<file path="src/rtl/flash_playback_sequencer.sv">
// Flash-to-audio playback sequencer: fetches 32-bit flash words and emits their two 16-bit halves on sample_tick.
// Build option PLAYBACK_ONESHOT_EN: park at the clip boundary and raise done instead of wrapping.
module flash_playback_sequencer #(
    parameter int unsigned       ADDR_W     = 23,
    parameter logic [ADDR_W-1:0] START_ADDR = 23'h000000,
    parameter logic [ADDR_W-1:0] END_ADDR   = 23'h07FFFF
) (
    input  logic              clock,
    input  logic              reset,
    input  logic              direction,
    input  logic              pause,
    input  logic              restart,
    input  logic              sample_tick,
    output logic              flash_mem_read,
    output logic [ADDR_W-1:0] flash_mem_address,
    input  logic              flash_mem_waitrequest,
    input  logic [31:0]       flash_mem_readdata,
    input  logic              flash_mem_readdatavalid,
    output logic [15:0]       audio_data,
    output logic              audio_valid,
`ifdef PLAYBACK_ONESHOT_EN
    output logic              done,
`endif
    output logic              busy
);

    typedef enum logic [2:0] {
        IDLE,
        REQ,
        WAIT_DATA,
        WAIT_TICK_A,
        WAIT_TICK_B,
        ADVANCE
    } state_t;

    state_t            state, next_state;
    logic [ADDR_W-1:0] address;
    logic [ADDR_W-1:0] restart_addr;
    logic [ADDR_W-1:0] step_addr;
    logic [31:0]       word_buf;
    logic              half_fwd;
    logic              restart_pending;
    logic              restart_req;
    logic              restart_apply;
    logic              tick_ok;
    logic              at_boundary;
    logic              oneshot_stop;
    logic              idle_hold;
    logic [15:0]       first_half;
    logic [15:0]       second_half;

    // A restart raised this cycle counts the same as one remembered from earlier.
    assign restart_req  = restart | restart_pending;
    assign tick_ok      = sample_tick & ~pause;
    assign at_boundary  = direction ? (address == END_ADDR) : (address == START_ADDR);
    assign restart_addr = direction ? START_ADDR : END_ADDR;
    assign first_half   = half_fwd ? word_buf[15:0]  : word_buf[31:16];
    assign second_half  = half_fwd ? word_buf[31:16] : word_buf[15:0];

    always_comb begin
        // NOTE: every combinational output gets a default first, so no path can infer a latch.
        step_addr = address;
        if (at_boundary) begin
            step_addr = restart_addr;
        end else if (direction) begin
            step_addr = address + ADDR_W'(1);
        end else begin
            step_addr = address - ADDR_W'(1);
        end
    end

    // Restart only takes effect where no flash transaction is outstanding.
    always_comb begin
        restart_apply = 1'b0;
        unique case (state)
            IDLE:                              restart_apply = restart_req & ~pause;
            WAIT_TICK_A, WAIT_TICK_B, ADVANCE: restart_apply = restart_req;
            default:                           restart_apply = 1'b0;
        endcase
    end

`ifdef PLAYBACK_ONESHOT_EN
    logic done_q;

    assign oneshot_stop = at_boundary;
    assign idle_hold    = done_q & ~restart_req;
    assign done         = done_q;

    always_ff @(posedge clock) begin
        if (!reset) begin
            done_q <= 1'b0;
        end else if (restart_apply) begin
            done_q <= 1'b0;
        end else if (state == ADVANCE && at_boundary) begin
            done_q <= 1'b1;
        end
    end
`else
    assign oneshot_stop = 1'b0;
    assign idle_hold    = 1'b0;
`endif

    always_ff @(posedge clock) begin
        // NOTE: sequential state uses non-blocking assignments so every register sees pre-edge values.
        if (!reset) begin
            state <= IDLE;
        end else begin
            state <= next_state;
        end
    end

    always_comb begin
        next_state = state;
        unique case (state)
            IDLE:        if (!pause && !idle_hold) next_state = REQ;
            REQ:         if (!flash_mem_waitrequest) next_state = WAIT_DATA;
            WAIT_DATA:   if (flash_mem_readdatavalid) next_state = WAIT_TICK_A;
            WAIT_TICK_A: begin
                if (restart_req)  next_state = REQ;
                else if (tick_ok) next_state = WAIT_TICK_B;
            end
            WAIT_TICK_B: begin
                if (restart_req)  next_state = REQ;
                else if (tick_ok) next_state = ADVANCE;
            end
            ADVANCE: begin
                if (restart_req)       next_state = REQ;
                else if (oneshot_stop) next_state = IDLE;
                else                   next_state = REQ;
            end
            default:     next_state = IDLE;
        endcase
    end

    always_comb begin
        flash_mem_read    = (state == REQ);
        busy              = (state == REQ) || (state == WAIT_DATA);
        flash_mem_address = address;
    end

    always_ff @(posedge clock) begin
        if (!reset) begin
            address         <= START_ADDR;
            word_buf        <= '0;
            half_fwd        <= 1'b0;
            restart_pending <= 1'b0;
            audio_data      <= 16'h0000;
            audio_valid     <= 1'b0;
        end else begin
            audio_valid     <= 1'b0;
            restart_pending <= restart_apply ? 1'b0 : (restart_pending | restart);
            unique case (state)
                IDLE: begin
                    if (restart_apply) begin
                        address  <= restart_addr;
                        word_buf <= '0;
                    end
                end
                WAIT_DATA: begin
                    if (flash_mem_readdatavalid) begin
                        word_buf <= flash_mem_readdata;
                        half_fwd <= direction;
                    end
                end
                WAIT_TICK_A: begin
                    if (restart_apply) begin
                        address  <= restart_addr;
                        word_buf <= '0;
                    end else if (tick_ok) begin
                        audio_data  <= first_half;
                        audio_valid <= 1'b1;
                    end
                end
                WAIT_TICK_B: begin
                    if (restart_apply) begin
                        address  <= restart_addr;
                        word_buf <= '0;
                    end else if (tick_ok) begin
                        audio_data  <= second_half;
                        audio_valid <= 1'b1;
                    end
                end
                ADVANCE: begin
                    if (restart_apply) begin
                        address  <= restart_addr;
                        word_buf <= '0;
                    end else if (!oneshot_stop) begin
                        address <= step_addr;
                    end
                end
                default: ;
            endcase
        end
    end

endmodule

</file>
<file path="config.mk">
export PLATFORM = sky130hd
export DESIGN_NAME = flash_playback_sequencer
export DESIGN_NICKNAME = d
export VERILOG_FILES = /design/src/rtl/flash_playback_sequencer.sv
export SDC_FILE = /design/constraint.sdc
export NUM_CORES = 1
export LEC_CHECK = 0
export ABC_AREA = 1
export CAP_MARGIN = 20
export CELL_PAD_IN_SITES_DETAIL_PLACEMENT = 1
export CELL_PAD_IN_SITES_GLOBAL_PLACEMENT = 1
export CORE_MARGIN = 8
export CORE_UTILIZATION = 38
export CTS_CLUSTER_SIZE = 10
export DETAILED_ROUTE_END_ITERATION = 16
export GPL_ROUTABILITY_DRIVEN = 0
export PLACE_DENSITY = 0.89
export REMOVE_ABC_BUFFERS = 1
export SLEW_MARGIN = 20
export SYNTH_ARGS = -nofsm -noshare
export SYNTH_HDL_FRONTEND = slang
export SYNTH_SLANG_ARGS = --single-unit
</file>
<file path="constraint.sdc">
create_clock -name clock -period 2.8 [get_ports clock]
set_clock_uncertainty 0.05 [all_clocks]
set_input_delay 0.56 -clock clock [delete_from_list [all_inputs] [get_ports clock]]
set_output_delay 0.56 -clock clock [all_outputs]
set_load 0.005 [all_outputs]
</file>
=== Word-level counts from Yosys, hierarchy flattened ===
Cells that the tools add are included.

* Bits in registers: 77
* Bits of input ports: 40
* Word-level logic and storage cells: 76

* $add $sub $neg: 2
* Equal/unequal tests: 17
* Mux-type cells: 27
* Bitwise logic cells: 6
* Reduce and logical (&&, ||, !) cells: 17

{| class="wikitable"
|+ Operators with widths
! operator !! number
|-
| $mux 16 || 6
|-
| $mux 23 || 4
|-
| $mux 32 || 2
|-
| $pmux 32 s2 || 1
|-
| $pmux 23 s2 || 1
|-
| $pmux 16 s2 || 1
|-
| $add 23x1->23 const B || 1
|-
| $eq 23x19->1 const B || 1
|-
| $logic_not 23->1 || 1
|-
| $sub 23x1->23 const B || 1
|-
| $mux 3 || 7
|-
| $mux 19 || 1
|-
| $pmux 3 s6 || 1
|-
| $ne 2x2->1 const B || 7
|-
| $reduce_and 5->1 || 2
|-
| $reduce_or 3->1 || 3
|-
| $eq 3x2->1 const B || 2
|-
| $eq 3x3->1 const B || 2
|-
| $ne 3x3->1 const B || 2
|-
| $reduce_bool 2->1 || 3
|-
| $ne 2x1->1 const B || 2
|-
| $reduce_and 2->1 || 2
|-
| $reduce_or 2->1 || 2
|-
| $reduce_or 4->1 || 1
|-
| 9 further kinds || 13
|}

=== Depth between registers and ports, before layout ===
* Depth after elaboration: 5
* Gate-level depth with buffers: 15

=== Least setup slack after synthesis ===
Ideal clock, no wire load.

* Path type: in2reg
* Start: input port direction
* End: register address[10] (netlist: flash_mem_address[10])
* Setup time: 0.119 ns
* Arrival: 2.086 ns
* Setup slack: 0.545 ns
* Stages: 11
* Buffers on the path: 0
* Cell sequence: inv_2 ha_1 nand2_1 inv_1 a21oi_1 nand3_1 or2_2 nand3_1 nand2_1 nand2_1 a21oi_1

* Longest elaborated chain between the ends: 4
* Elaborated cells between the ends (all ways): 7
* Those cells by class: mux (7)

{| class="wikitable"
|+ RTL lines
! item !! line !! text
|-
| start, declared || 10 || <nowiki>input logic direction,</nowiki>
|-
| $mux 23 (tied with other cells) || 65 || <nowiki>end else if (direction) begin</nowiki>
|-
| $mux 23 || 63 || <nowiki>if (at_boundary) begin</nowiki>
|-
| $mux 23 || 184 || <nowiki>if (restart_apply) begin</nowiki>
|-
| $pmux 23 s2 (*) || 152 || <nowiki>unique case (state)</nowiki>
|-
| end signal, assigned || 155 || <nowiki>address <= restart_addr;</nowiki>
|-
| end signal, assigned || 185 || <nowiki>address <= restart_addr;</nowiki>
|-
| end signal, assigned || 188 || <nowiki>address <= step_addr;</nowiki>
|-
| end, declared || 37 || <nowiki>logic [ADDR_W-1:0] address;</nowiki>
|}

Every way passes the cells marked *; elsewhere a longest branch is shown, timed or not. The select of a mux whose other input is x is not followed.
A chain may end at the register's enable or synchronous reset.

=== Final worst setup path ===
* Start: register state[1]
* End: output port busy

* Longest elaborated chain between the ends: 2
* Elaborated cells between the ends (all ways): 3
* Those cells by class: eq/ne (2); reduce/logical (1)

{| class="wikitable"
|+ RTL lines
! item !! line !! text
|-
| start, declared || 36 || <nowiki>state_t state, next_state;</nowiki>
|-
| start signal, assigned || 108 || <nowiki>state <= next_state;</nowiki>
|-
| $eq 3x1->1 or $eq 3x2->1 (tied branches) || 137 || <nowiki>busy = (state == REQ) || (state == WAIT_DATA);</nowiki>
|-
| $logic_or 1x1->1 (*) || 137 ||
|-
| end, declared || 24 || <nowiki>output logic busy</nowiki>
|}

Every way passes the cells marked *; elsewhere a longest branch is shown, timed or not.

==> impl_metrics.csv <==
group,metric,value,unit
outcome,outcome,"finished, final reports clean",
placement,place_ws,-0.1807,ns
power,leakagePower,2.631,nW
clock_tree,post_cts_buffers,0,
setup_path,crit_fanout,4,
clock_tree,cts_max_level,3,
floorplanning,rows,41,
route,vias_per_cell,5.296,
cells_and_area,layout_common_cells,"nand2_1, clkdlybuf4s50_1, dfxtp_1",
cells_and_area,final_common_cell,"nand2_1",
placement,place_hpwl,12140,microns
global_routing,grt_max_degree,54,
setup_path,cp_slowest_stage_delay,0.56,ns
logic_synthesis,synth_seq_area_share,0.3229,
power,vdd_drop_max,0.5942,mV
cells_and_area,antenna_cells,0,
sta,maxSlewHeadroom,0.6768,
route,drtIter0Drc,240,
setup_path,r2r_cells,13,
global_routing,grt_pass1_wl,27300,microns
power,p_seq_frac,0.317,
setup_path,path_cells,"inv_2, nor2_2, inv_2, nor2_1, inv_2, o21ai_0, clkdlybuf4s50_1",
setup_path,slowest_stage,"clkdlybuf4s50_1",
sta,tightest_slew,0.4848,ns
cells_and_area,nNetsFinal,872,
power,pwr-share-comb,0.444,
clock_tree,cts_tree,"done",
clock_tree,clk_pin_slew,0.06,ns
power,power.share.switching,0.4131,
logic_synthesis,yosys_warnings,0,
floorplanning,die_y,128.1,microns
logic_synthesis,ys_types,40,
logic_synthesis,synth.avg_cell_area,6.676,sq um
sta,slew_violations,0,
logic_synthesis,ys_ff_latch,77,
sta,rsz0062_at_grt,"no",
route,final_antenna_net_count,0,
floorplanning,die_w,128.1,microns
setup_path,cp-startpoint,"state[1]$_SDFFE_PN0P_",
setup_path,cp_data_arrival_time,1.93,ns
run,cap_violations,0,
logic_synthesis,syn_inst,715,
floorplanning,pin_count,82,
setup_path,critical_path_class,"register to primary output",
floorplanning,die_area,16400,sq um
setup_path,cp.required,2.19,ns
logic_synthesis,synth_area,4773,sq um
global_routing,antenna_found_initial,0,
cells_and_area,area_growth,29.33,%
power,clkPwrFrac,0.239,
setup_path,r2r-start,"flash_mem_address[0]$_SDFFE_PN0P_",
placement,port_buffers,81,
sta,max_freq,393.5,MHz
setup_path,cp-start-kind,"register",
power,intPower,2.984,mW
route,totalWireLength,16330,microns
setup_path,reg2reg_to,"flash_mem_address[22]$_SDFFE_PN0P_",
setup_path,cpMostUsedCell,"inv_2",
power,switching_power,2.100,mW
clock_tree,cts_sinks,77,
sta,setup_viol,0,
sta,period_needed,2.541,ns
global_routing,grt_pass1_vias,5694,
setup_path,critPathCaptureType,"primary output",
route,drc_errors,0,
clock_tree,cts_root_buf,"clkbuf_16",
clock_tree,clock_latency,0.35,ns
cells_and_area,utilization,0.4952,
setup_path,worstSetupEndpoint,"busy",
cells_and_area,layout-drive-gt1-share,0.1055,
sta,post-route-period-util,0.9075,
setup_path,r2r_slack,0.55,ns
global_routing,grtUsageTotal,0.2068,
route,dr.pass1.iters,4,
clock_tree,clockBufferDepth,2,
min_path,hold_path_class,"register to register",
cells_and_area,num-fill-cells,1609,
sta,hold_viol,0,
route,num_vias,5227,
power,finalPower,5.084,mW
route,wl_per_cell,16.54,microns
sta,fin_ws,0.2590,ns
floorplanning,start_util,0.3829,
clock_tree,cts_inserted_buffers,9,
power,pwr_density_cell,823.5,nW/um^2
global_routing,grt-ovfl-total,0,
floorplanning,core,12470,sq um
[cells by family (layout without fill, tap and decap cells)]
group,after synthesis,count (layout),share of synthesized area
and+or+nand+nor,349,349,0.3182
adders and majority gates,22,22,0.05924
xor gates and xnor gates,5,5,0.01075
buffers and inverters,83,183,0.07969
AOI/OAI and AO/OA,179,179,0.2092
DFF,77,77,0.3229
[layer usage]
layer	vias to the layer above	global-route usage	part of all wire
met3	23	0.05657	0.058
met2	106	0.3787	0.51
met1	2530	0.2248	0.42
li1	2568	-	-
met5	-	0	0
met4	0	0.06713	0.013
[power groups by stage]
stage	combinational (mW)	clock, mW	sequential [mW]
2_1_floorplan	1.38	0	1.56
3_3_place_gp	2.14	0	1.61
3_5_place_dp	2.25	0	1.63
4_1_cts	2.28	1.25	1.61
5_1_grt	2.54	1.28	1.65
6_report	2.26	1.21	1.61
[synth_stat cells]
library cell / count / area share
a31oi_1: 16 / 0.021
a21oi_2: 4 / 0.0073
clkbuf_1: 12 / 0.0094
nand3b_1: 7 / 0.011
a2111oi_0: 2 / 0.0037
nand2_4: 3 / 0.0071
a21oi_1: 75 / 0.079
a21o_1: 1 / 0.0016
o21ai_1: 35 / 0.037
nand4_1: 3 / 0.0039
nor2_1: 44 / 0.035
o21ai_4: 2 / 0.0068
inv_1: 47 / 0.037
nor2_2: 4 / 0.0052
a21oi_4: 2 / 0.0068
dfxtp_1: 77 / 0.32
inv_2: 7 / 0.0055
nor2_8: 1 / 0.0042
a41oi_1: 1 / 0.0018
nand2_1: 225 / 0.18
nor4_1: 2 / 0.0026
ha_1: 21 / 0.055
o21ai_0: 38 / 0.040
xnor2_1: 2 / 0.0037
xnor2_2: 1 / 0.0034
xor2_1: 2 / 0.0037
nand2_2: 3 / 0.0039
nor2_4: 4 / 0.0094
fa_1: 1 / 0.0042
buf_6: 7 / 0.017
inv_4: 1 / 0.0013
o21bai_1: 1 / 0.0016
nor3_4: 1 / 0.0034
nor3_1: 9 / 0.0094
o31ai_1: 1 / 0.0016
buf_2: 8 / 0.0084
nand3_1: 38 / 0.040
or2_2: 5 / 0.0066
buf_4: 1 / 0.0016
o21ai_2: 1 / 0.0018
[state kept, by name, indices dropped and copies added, names as in the netlist]
signal,flops
half_fwd,1
restart_pending,1
word_buf,32
audio_data,16
state,3
audio_valid,1
flash_mem_address,23
[how the worst min path moves through the flow]
stage                         startpoint                     endpoint  slack [ns]  depth (start not counted)
6_report       word_buf[28]$_SDFFE_PN0P_  audio_data[12]$_SDFFE_PN0P_        0.43                          2
5_1_grt         word_buf[0]$_SDFFE_PN0P_   audio_data[0]$_SDFFE_PN0P_        0.45                          2
4_1_cts        word_buf[11]$_SDFFE_PN0P_  audio_data[11]$_SDFFE_PN0P_        0.44                          2
3_5_place_dp   word_buf[20]$_SDFFE_PN0P_   audio_data[4]$_SDFFE_PN0P_        0.43                          2
3_3_place_gp   word_buf[23]$_SDFFE_PN0P_   audio_data[7]$_SDFFE_PN0P_        0.41                          2
2_1_floorplan  word_buf[26]$_SDFFE_PN0P_  audio_data[10]$_SDFFE_PN0P_        0.40                          2
[per-stage QoR]
step	hold WS, ns	TNS (ns)	cells	cell area, sq um
floorplan	0.4041	0	687	4602
CTS	0.4361	0	987	6168
global placement	0.4130	-0.2835	971	5868
finish	0.4331	0	987	6173
global route	0.4523	0	987	6173
detailed placement	0.4289	-1.829	971	5868
[worst max-delay path, delay by kind of cell, from the launching register on]
kind,cells,cell delay [ns]
compound gates,1,0.12
buf+inv,4,0.78
flops,1,0.41
simple gates,2,0.28
[repair_timing]
action                                  in CTS  in global routing
endpoints found under the setup margin       0                  9
hold buffers                                 0                  0
endpoints found under the hold margin        0                  0
resized for setup                            0                  3
[final cells by class]
cell class	instances	area, sq um	share of cell area
flip-flops and latches	77	1541	0.2497
inverters	55	211.5	0.03425
multi-input cells	555	2851	0.4619
well taps	172	215.2	0.03486
repair buffers	112	1054	0.1707
clock buffers	10	229.0	0.03709
clock inverters	6	71.32	0.01155
(Power assumes the default switching activity.)
==> variant 1 (config.mk and constraints unchanged) <==
`ADDR_W`: 23 -> 19.
--- a/src/rtl/flash_playback_sequencer.sv
+++ b/src/rtl/flash_playback_sequencer.sv
@@ -2,5 +2,5 @@
 // Build option PLAYBACK_ONESHOT_EN: park at the clip boundary and raise done instead of wrapping.
 module flash_playback_sequencer #(
-    parameter int unsigned       ADDR_W     = 23,
+    parameter int unsigned       ADDR_W     = 19,
     parameter logic [ADDR_W-1:0] START_ADDR = 23'h000000,
     parameter logic [ADDR_W-1:0] END_ADDR   = 23'h07FFFF
Interface: changed (resized flash_mem_address); port bits go from 82 to 78. No check against the original RTL was run, so the function may have changed too.
==> variant 1 against the original RTL <==
- synthesized area down 9.0%
- total power up 1.2%
- sequential cell count down 4
- setup slack worse by 43 ps
- routed wire length down 8.4%
- die area down 7.9%
- cell area down 8.5%
- via count down 8.8%
- sequential power about the same
- largest power group unchanged
==> variant 1: results (changes against the original RTL) <==
* Status: finished, final reports clean
* Yosys cell types at 41 (+2.5%)
* Part of the Yosys area used for sequential elements at 33.7% (+1.4 points)
* First-pass GRT wire length at 24800 um (-9.0%)
* H-Tree Depth at 3 (unchanged)
* Total Routing Usage GR at 20.8% (+0.092 points)
* Crit-path max FO at 18 (+14)
* Internal cell power at 0.00296 W (-0.72%)
* Register share of total power at 31.4% (-0.3 points)
* Non-Clock Buffer Area Fraction at 17.6% (+0.57 points)
* Max Clock Freq at 0.387 GHz (-1.7%)
* First DRT Iteration DRCs at 195 (-19%)
* Largest incremental delay on the critical path at 480 ps (-80 ps)
* Total area of multi-input combinational cells at 0.00253 sq mm (-11%)
* Xor/xnor share of the synthesized area at 0.980% (-0.095 points)
* Capture endpoint of the worst hold path: audio_data[2]
* Routed WL at 15000 um (-8.4%)
* Lkg Pwr at 2.39 nW (-9.0%)
* Pin count of the biggest net entering global routing at 65 (+20%)
* Detailed-route vias per instance at 5.43 (+2.5%)
* Sequential cell area at 0.00146 sq mm (-5.2%)
* I/O Buffers at 77 (-4.9%)
* Hold Crit Start: word_buf[2]
* Invs w/o clock at 50 (-9.1%)
* Worst Reg2Reg Path Length in Cells at 14 (+1)
* CP arrival at 2830 ps (+900 ps)
* Count of buffers not belonging to the clock network in the layout at 101 (-9.8%)
* Final HPWL DP at 10700 um (-12%)
* Compound-cell area share of the yosys netlist at 21.1% (+0.20 points)
* Adder-Cell Fraction of Synth Area at 5.36% (-0.57 points)
* Instance area after placement at 0.00535 sq mm (-8.8%)
* Max VDD drop at 376 uV (-37%)
* # placed instances at 863 (-11%)
* Non-filler instance count after layout at 878 (-11%)
* Vias in the first global route at 5083 (-11%)
* Slew Limit Headroom at 61.2% (-6.5 points)
* Count of multi-input gates at 496 (-11%)
* Setup slack at placement at -110 ps (+70.8 ps)
* Count of state elements after synthesis at 73 (-5.2%)
* Post-route core utilization at 50.1% (+0.57 points)
* Clock-cell share of area at 5.19% (+0.32 points)
* Comb power frac at 45.4% (+1.0 points)
* Reg-to-reg endpoint: flash_mem_address[12]
* Fillers at 1447 (-10%)
[variant 1: critical path, delay by kind of cell]
| family | cells | cell delay [ps] |
|---|---|---|
| adders and majority gates | 1 | 350 |
| buffers and inverters | 3 | 720 |
| AOI/OAI and AO/OA | 2 | 400 |
| and+or+nand+nor | 9 | 790 |
[variant 1: worst max-delay path by stage]
stage                     cells past startpoint  startpoint                     to
after floorplan                              12   direction  flash_mem_address[14]
after global placement                       15   direction  flash_mem_address[14]
after detailed placement                     15   direction  flash_mem_address[18]
after CTS                                    15   direction  flash_mem_address[17]
after global routing                         15   direction  flash_mem_address[17]
final                                        15   direction  flash_mem_address[17]
[variant 1: routing by layer]
| layer | global-route usage [%] | vias up | share of wire (%) |
|---|---|---|---|
| met1 | 24.5 | 2276 | 44 |
| met2 | 34.4 | 130 | 47 |
| met4 | 9.44 | 0 | 2.7 |
| li1 | - | 2324 | - |
| met5 | 0 | - | 0 |
| met3 | 6.07 | 35 | 5.8 |
==> variant 2 (same settings) <==
Made on the original files. The 6 states of `state_t` get a one-hot encoding in 6 bits.
--- a/src/rtl/flash_playback_sequencer.sv
+++ b/src/rtl/flash_playback_sequencer.sv
@@ -25,11 +25,11 @@
 );
 
-    typedef enum logic [2:0] {
-        IDLE,
-        REQ,
-        WAIT_DATA,
-        WAIT_TICK_A,
-        WAIT_TICK_B,
-        ADVANCE
+    typedef enum logic [5:0] {
+        IDLE        = 6'b000001,
+        REQ         = 6'b000010,
+        WAIT_DATA   = 6'b000100,
+        WAIT_TICK_A = 6'b001000,
+        WAIT_TICK_B = 6'b010000,
+        ADVANCE     = 6'b100000
     } state_t;
 
Formal check against the unedited RTL: no difference found for any inputs over 4 cycles, from zero or initial values and one cycle with reset low; so few cycles prove little.
==> variant 2 against the original RTL <==
- via count is 9.2% higher
- worst hold slack worse by 23 ps
- total power is 10% higher
- cell area is 9.1% higher
- synthesized area is 1.5% higher
- setup slack worse by 7.8 ps
- first-iteration DRC count is 29% higher
- combinational power is 23% higher
- register-to-register slack worse by 180 ps
- highest routed layer unchanged
- sequential cell count is 3 higher
- clock power is 5% higher
- critical path type unchanged
- routed wire length is 18% higher
==> variant 2: results (changes against the original RTL) <==
* First DRT Iteration DRCs at 309 (+29%)
* Net switching power figure at 0.00245 W (+16%)
* Antenna violations before repair at 0 (unchanged)
* Pin count of the biggest net entering global routing at 34 (-37%)
* Via Count at 5708 (+9.2%)
* Lkg Pwr at 2.86 nW (+8.7%)
* Class of the worst hold path: flip-flop to flip-flop
* Vias in the first global route at 6040 (+6.1%)
* Fillers at 1692 (+5.2%)
* Clock Latency Late Sink at 360 ps
* Top register by number of flip-flops: word_buf
* Buffer type at the clock tree root: clkbuf_16
* H-Tree Depth at 3 (unchanged)
* Ys flop type: dfxtp_1
* First-pass GRT wire length at 29500 um (+8.2%)
* Slew Limit Headroom at 56.8% (-11 points)
* Yosys cell types at 35 (-13%)
* Clock network power at 0.00127 W (+5%)
* Largest incremental delay on the critical path at 490 ps (-70 ps)
* Post-route core utilization at 53.8% (+4.3 points)
* Master of the slowest instance on the critical path: clkdlybuf4s50_1
* Part of the Yosys area used for sequential elements at 33.0% (+0.75 points)
* Share of cell area taken by muxes after synthesis at 0% (unchanged)
* Largest cells by area after synthesis: dfxtp_1 (33%), nand2_1 (15%), a21oi_1 (12%), nand3_1 (7.2%), ha_1 (5.4%)
* Clock transition at path regs at 70 ps
* Adder-Cell Fraction of Synth Area at 5.83% (-0.090 points)
* Yosys warning count at 0 (unchanged)
* Instance area after placement at 0.00621 sq mm (+5.8%)
* Final HPWL DP at 13800 um (+13%)
* Top cell family by delay on the critical path: buffers and inverters
* Routed WL at 19300 um (+18%)
* Crit-path max FO at 4 (unchanged)
* I/O Buffers at 81 (unchanged)
* Largest register FFs at 32 (unchanged)
* Xor/xnor share of the synthesized area at 1.26% (+0.19 points)
* Fraction of final layout cells with drive strength greater than 1 at 14.9% (+4.4 points)
* Max VDD drop at 428 uV (-28%)
* Total of cells resized after clock tree synthesis at 1 (+1)
* Async set-reset flop share out of synthesis at 0% (unchanged)
* CTS Buffer Depth at 2 (unchanged)
* Power drawn by the sequential cells at 0.00156 W (-3%)
* Number of nets in the layout at 942 (+8.0%)
* CP arrival at around 1900 ps
* Length of the first detailed-routing pass in iterations at 4 (unchanged)
* Total Routing Usage GR at 22.3% (+1.6 points)
* Post-synth top cells: nand2_1 (192), a21oi_1 (115), dfxtp_1 (80), nand3_1 (70), inv_1 (69)
* Status: finished, final reports clean
* Compound-cell area share of the yosys netlist at 18.0% (-2.9 points)
## variant 2: cell count changes after synthesis, moves of 6 or more
| cell | delta |
|---|---|
| buf_4 | +7 |
| a21oi_1 | +40 |
| nand3_1 | +32 |
| nand2_1 | -33 |
| nor2_1 | +24 |
| buf_6 | -6 |
| o21ai_1 | -32 |
| inv_1 | +22 |
| a31oi_1 | -15 |
## variant 2: layout make-up
type | count | area, sq um | share of cell area, %
clock buffer | 9 | 225 | 3.34
clock inverter | 7 | 87.6 | 1.30
inverter | 74 | 282 | 4.18
multi-input combinational | 568 | 2980 | 44.2
sequential | 80 | 1600 | 23.8
tap | 172 | 215 | 3.19
timing repair buffer | 147 | 1350 | 20.0
## variant 2: stage by stage
| stage | hold slack, ps | std cells | total power (W) | setup slack (ps) |
|---|---|---|---|---|
| floorplan | 392 | 722 | 0.00296 | 236 |
| global placement | 395 | 1034 | 0.00399 | -233 |
| detailed placement | 402 | 1034 | 0.00413 | -262 |
| CTS | 412 | 1050 | 0.00543 | 95.1 |
| global route | 438 | 1057 | 0.00595 | 78.1 |
| finish | 410 | 1057 | 0.00561 | 251 |
## variant 2: layer usage
layer / track usage, % / part of all wire, % / routed length, um / up-vias
met5: 0 / 0 / 0 / -
met2: 40.8 / 53 / 10200 / 151
met3: 5.30 / 5.5 / 1050 / 44
met1: 23.7 / 39 / 7450 / 2773
li1: - / - / - / 2740
met4: 10.0 / 3.2 / 607 / 0
## variant 2: path summary, 6_finish.rpt
check                        from                     to  slack (ps)  cells after the start
min                  word_buf[15]           word_buf[15]         410                      2
min reg2reg          word_buf[15]           word_buf[15]         410                      2
max reg2reg  flash_mem_address[0]  flash_mem_address[22]         370                     14
max                      state[5]                   busy         250                      5
